[src/rtl/pause_sequencer.sv]
// Sequenced pause controller: merges pause requests, strobes start-pause, collects acks,
// publishes the formal paused state, with ack timeout and a guaranteed quiet resume phase.
module pause_sequencer #(
    parameter int unsigned TIMEOUT_CYC = 255,
    parameter int unsigned QUIET_CYC   = 4,
    parameter int unsigned CNT_W       = 8
) (
    input  logic       i_clk,
    input  logic       i_rst,
    input  logic       i_pinPause,
    input  logic       i_jtagPause,
    input  logic       i_mapPause,
    input  logic       i_isBooted,
    input  logic       i_coreNowPaused,
    input  logic       i_mapNowPaused,
    input  logic       i_clrTimeout,
    output logic       o_startPause,
    output logic       o_isPaused,
    output logic [2:0] o_pauseSrc,
    output logic       o_timeout,
    output logic       o_busy
);
    // state    | meaning
    // S_RUN    | idle, waiting for a request after boot
    // S_REQ    | start-pause asserted, waiting for both acks or timeout
    // S_PAUSED | formally paused while any request holds
    // S_RESUME | acks draining, then QUIET_CYC quiet cycles before RUN
    typedef enum logic [1:0] {S_RUN, S_REQ, S_PAUSED, S_RESUME} state_t;

    localparam logic [CNT_W-1:0] TO_LAST    = CNT_W'(TIMEOUT_CYC - 1);
    localparam logic [CNT_W-1:0] QUIET_LAST = CNT_W'(QUIET_CYC - 1);
    localparam logic [CNT_W-1:0] CNT_MAX    = '1;

    state_t           r_state;
    logic [CNT_W-1:0] r_cnt;
    logic             r_startPause;
    logic             r_isPaused;
    logic [2:0]       r_pauseSrc;
    logic             r_timeout;
    logic             r_busy;

    logic             w_anyReq;
    logic             w_bothAck;
    logic             w_eitherAck;
    logic [CNT_W-1:0] w_cntInc;

    assign w_anyReq    = i_pinPause | i_jtagPause | i_mapPause;
    assign w_bothAck   = i_coreNowPaused & i_mapNowPaused;
    assign w_eitherAck = i_coreNowPaused | i_mapNowPaused;
    assign w_cntInc    = (r_cnt == CNT_MAX) ? r_cnt : r_cnt + 1'b1;

    always_ff @(posedge i_clk) begin
        if (i_rst) begin
            r_state      <= S_RUN;
            r_cnt        <= '0;
            r_startPause <= 1'b0;
            r_isPaused   <= 1'b0;
            r_pauseSrc   <= 3'b000;
            r_timeout    <= 1'b0;
            r_busy       <= 1'b0;
        end else begin
            // a timeout set later in this block overrides the clear
            if (i_clrTimeout) r_timeout <= 1'b0;
            case (r_state)
                S_RUN: begin
                    if (w_anyReq && i_isBooted) begin
                        r_state      <= S_REQ;
                        r_startPause <= 1'b1;
                        r_busy       <= 1'b1;
                        r_pauseSrc   <= {i_mapPause, i_jtagPause, i_pinPause};
                        r_cnt        <= '0;
                    end
                end
                S_REQ: begin
                    if (w_bothAck && w_anyReq) begin
                        r_state    <= S_PAUSED;
                        r_isPaused <= 1'b1;
                    end else if (!w_anyReq) begin
                        r_state      <= S_RESUME;
                        r_startPause <= 1'b0;
                        r_cnt        <= '0;
                    end else if (r_cnt == TO_LAST) begin
                        r_state      <= S_RESUME;
                        r_startPause <= 1'b0;
                        r_timeout    <= 1'b1;
                        r_cnt        <= '0;
                    end else begin
                        r_cnt <= w_cntInc;
                    end
                end
                S_PAUSED: begin
                    // acks dropping here is a protocol error and is deliberately ignored
                    if (!w_anyReq) begin
                        r_state      <= S_RESUME;
                        r_startPause <= 1'b0;
                        r_isPaused   <= 1'b0;
                        r_cnt        <= '0;
                    end
                end
                S_RESUME: begin
                    if (w_eitherAck) begin
                        r_cnt <= '0;
                    end else if (r_cnt == QUIET_LAST) begin
                        r_state <= S_RUN;
                        r_busy  <= 1'b0;
                        r_cnt   <= '0;
                    end else begin
                        r_cnt <= w_cntInc;
                    end
                end
                default: begin
                    r_state      <= S_RUN;
                    r_startPause <= 1'b0;
                    r_isPaused   <= 1'b0;
                    r_busy       <= 1'b0;
                    r_cnt        <= '0;
                end
            endcase
        end
    end

    assign o_startPause = r_startPause;
    assign o_isPaused   = r_isPaused;
    assign o_pauseSrc   = r_pauseSrc;
    assign o_timeout    = r_timeout;
    assign o_busy       = r_busy;
endmodule

[config.mk]
export PLATFORM = sky130hd
export DESIGN_NAME = pause_sequencer
export DESIGN_NICKNAME = d
export VERILOG_FILES = /design/src/rtl/pause_sequencer.sv
export SDC_FILE = /design/constraint.sdc
export NUM_CORES = 1
export LEC_CHECK = 0
export ABC_AREA = 1
export BUFFER_PORTS_ARGS = -buffer_cell sky130_fd_sc_hd__buf_2
export CAP_MARGIN = 20
export CORE_MARGIN = 5
export CORE_UTILIZATION = 55
export CTS_BUF_LIST = sky130_fd_sc_hd__clkbuf_4 sky130_fd_sc_hd__clkbuf_8
export DETAILED_ROUTE_END_ITERATION = 8
export HOLD_SLACK_MARGIN = 0.06
export PLACE_DENSITY = 0.83
export SLEW_MARGIN = 20
export SYNTH_ARGS = -nofsm -noshare
export SYNTH_HDL_FRONTEND = slang
export SYNTH_SLANG_ARGS = --single-unit
[constraint.sdc]
create_clock -name i_clk -period 3.5 [get_ports i_clk]
set_input_delay 1.05 -clock i_clk [delete_from_list [all_inputs] [get_ports i_clk]]
set_output_delay 1.05 -clock i_clk [all_outputs]
set_load 0.05 [all_outputs]
==> qor.json <==
{
  "run_status": {"value": "completed"},
  "io_buffer_count": {"value": 15},
  "worst_setup_path_start_kind": {"value": "flip-flop"},
  "fmax": {"value": 512, "unit": "MHz"},
  "report.final.slew_viol_count": {"value": 0},
  "power.density": {"value": 671, "unit": "nW/um^2"},
  "htreeDepth": {"value": 1},
  "setup_total_negative_slack": {"value": 0, "unit": "ns"},
  "maxSlewHeadroom": {"value": 0.831},
  "routed-via-count": {"value": 1113},
  "synth-simple-area-share": {"value": 0.410},
  "synthesized_area_fraction_occupied_by_xor_and_xnor_cells": {"value": 0.00786},
  "synth_top_family_by_area": {"value": "simple AND/OR/NAND/NOR gates"},
  "peakVddDrop": {"value": 0.430, "unit": "mV"},
  "worst-endpoint-arrival": {"value": 0.90, "unit": "ns"},
  "synthesis.instances": {"value": 167},
  "remaining_drc_errors": {"value": 0},
  "period_needed": {"value": 1.95, "unit": "ns"},
  "hold_path.class": {"value": "flip-flop to flip-flop"},
  "worst-setup-path-type": {"value": "flip-flop to primary output"},
  "antenna_found_initial": {"value": 0},
  "cts_hold_fix_bufs": {"value": 0},
  "synth.mux.area_fraction": {"value": 0},
  "routabilityCongestion": {"value": 0.859},
  "final_cell_area": {"value": 1250, "unit": "sq um"},
  "rsz0062_at_grt": {"value": "false"},
  "setup_viol_count_final": {"value": 0},
  "static-leakage-power": {"value": 0.588, "unit": "nW"},
  "tritoncts.num_buffers": {"value": 3},
  "postSynthRegisterBits": {"value": 17},
  "seqCellArea": {"value": 340, "unit": "sq um"},
  "maximum_number_of_pins_on_one_net_before_global_route_repair": {"value": 13},
  "design.final.nets": {"value": 201},
  "postPlaceCellArea": {"value": 1220, "unit": "sq um"},
  "fin_worst_skew": {"value": 0.00864, "unit": "ns"},
  "clk_latency": {"value": 0.29, "unit": "ns"},
  "final_common_cell": {"value": "sky130_fd_sc_hd__nand2_1"},
  "dieHeight": {"value": 55.0, "unit": "microns"},
  "cp.buffers_inverters": {"value": 1},
  "layout-area-overhead-vs-synth": {"value": 11.9, "unit": "%"},
  "synth.net_count": {"value": 182},
  "n_fill_cell": {"value": 190},
  "timing.critical_path.cells": {"value": "buf_2"},
  "dr_wl_met2": {"value": 1320, "unit": "microns"},
  "via_cell_ratio": {"value": 5.25},
  "avgRoutedWirePerCell": {"value": 11.8, "unit": "microns"},
  "drt-met1-wl": {"value": 1040, "unit": "microns"},
  "synth_compound_area_frac": {"value": 0.118},
  "postCtsSetupRepairBufs": {"value": 0},
  "track_usage": {"value": 0.194},
  "yosys_warnings": {"value": 0},
  "critPathCaptureType": {"value": "primary output"},
  "grt_pass1_wl": {"value": 4220, "unit": "microns"},
  "synth_area_per_cell": {"value": 6.68, "unit": "sq um"},
  "clk_transition_reported_paths": {"value": 0.10, "unit": "ns"},
  "maxCapViolCount": {"value": 0},
  "drt_iter0_markers": {"value": 30},
  "report.final.hold_viol_count": {"value": 0},
  "min_period_over_period": {"value": 0.558},
  "synth-adder-area-share": {"value": 0.0673},
  "grt_remaining_overflow": {"value": 0},
  "antenna_cells_inserted": {"value": 0},
  "slowest_stage": {"value": "sky130_fd_sc_hd__dfxtp_1"},
  "ctsRootBufferMaster": {"value": "sky130_fd_sc_hd__clkbuf_4"},
  "core_area": {"value": 1940, "unit": "sq um"},
  "yosysSeqAreaShare": {"value": 0.305},
  "cts_tree": {"value": "done"},
  "multi_input_area": {"value": 672, "unit": "sq um"},
  "grt_pass1_vias": {"value": 1008},
  "tightestPinTransition": {"value": 0.255, "unit": "ns"},
  "drive_above_1_share": {"value": 0.178},
  "syn_area": {"value": 1110, "unit": "sq um"},
  "die_w": {"value": 55.0, "unit": "microns"},
  "cpPeakStageDelay": {"value": 0.34, "unit": "ns"},
  "detail_route.first_pass.iterations": {"value": 4},
  "dp_hpwl": {"value": 2090, "unit": "microns"},
  "post_cts.resized_instances": {"value": 0},
  "drtAntennaViolNets": {"value": 0},
  "maxUsedRoutingLayer": {"value": "met4"},
  "synth.lib_cells_used.distinct": {"value": 22},
  "critical_path.max_fanout": {"value": 2},
  "wl": {"value": 2510, "unit": "microns"},
  "cts.path.max_buffers": {"value": 2},
  "timing.critical_path.required": {"value": 2.45, "unit": "ns"},
  "ioPinCount": {"value": 16},
  "placementRows": {"value": 16},
  "met3_routed_length": {"value": 125, "unit": "microns"},
  "clock_sinks": {"value": 17},
  "timing.critical_path.max_delay_family": {"value": "flip-flops"},
  "floorplan.initialDensity": {"value": 0.574},
  "die-area": {"value": 3030, "unit": "sq um"},
  "mostFrequentLayoutCells": {"value": "sky130_fd_sc_hd__nand2_1, sky130_fd_sc_hd__inv_1, sky130_fd_sc_hd__nand3_1"}
}
## Yosys cell counts, drive strengths merged
| cell type | count | area, sq um |
|---|---|---|
| a21oi | 16 | 80.1 |
| clkbuf | 1 | 3.75 |
| dfxtp | 17 | 340 |
| ha | 6 | 75.1 |
| inv | 25 | 98.9 |
| nand2 | 48 | 210 |
| nand3 | 24 | 150 |
| nand3b | 1 | 7.51 |
| nand4 | 1 | 6.26 |
| nor2 | 16 | 72.6 |
| nor3 | 2 | 10.0 |
| o211ai | 1 | 7.51 |
| o21ai | 8 | 43.8 |
| xor2 | 1 | 8.76 |
## layout make-up
| class | count | share of cell area |
|---|---|---|
| timing repair buffer | 15 | 0.0602 |
| tap | 27 | 0.0271 |
| inverter | 25 | 0.0792 |
| clock buffer | 3 | 0.0181 |
| multi-input combinational | 124 | 0.539 |
| clock inverter | 1 | 0.00401 |
| sequential | 17 | 0.273 |
## power breakdown
| group | internal, mW | switching, mW | leakage [nW] |
|---|---|---|---|
| Combinational | 0.143 | 0.313 | 0.432 |
| Sequential | 0.239 | 0.0375 | 0.139 |
| Clock | 0.0425 | 0.0616 | 0.0177 |
## cells by family after synthesis
family                   after synthesis
buffers and inverters                 26
AO/OA/AOI/OAI                         25
flip-flops                            17
AND/OR/NAND/NOR                       92
XOR/XNOR                               1
adder cells (fa/ha/maj)                6
## registers in the layout, summed over array words and instances, names as in the netlist
register	cells
o_busy	1
o_isPaused	1
o_pauseSrc	3
o_startPause	1
o_timeout	1
r_cnt	8
r_state	2
## through the flow
stage	total power [mW]	hold slack, ns	setup WS, ns	std cells	util
2_1_floorplan	0.640	0.483	1.56	167	-
3_3_place_gp	0.714	0.431	1.40	208	0.628
3_5_place_dp	0.739	0.434	1.35	208	0.628
4_1_cts	0.841	0.449	1.55	212	0.642
5_1_grt	0.910	0.493	1.50	212	0.642
6_report	0.837	0.447	1.55	212	0.642
## metal layers
layer / vias up / track usage
met1: 511 / 0.231
met2: 25 / 0.346
met3: 5 / 0.0322
met5: - / 0
met4: 0 / 0.0729
li1: 572 / -
## path summary, 6_finish.rpt
check | startpoint | slack [ns] | end | cells after the start
worst max-delay path | o_pauseSrc[2] | 1.55 | o_pauseSrc[2] | 1
worst min-delay path | o_busy | 0.45 | o_busy | 2
worst max register to register | r_state[1] | 1.95 | r_cnt[7] | 8
worst min register to register | o_busy | 0.45 | o_busy | 2
No activity file was read; power rests on OpenSTA's default activity.
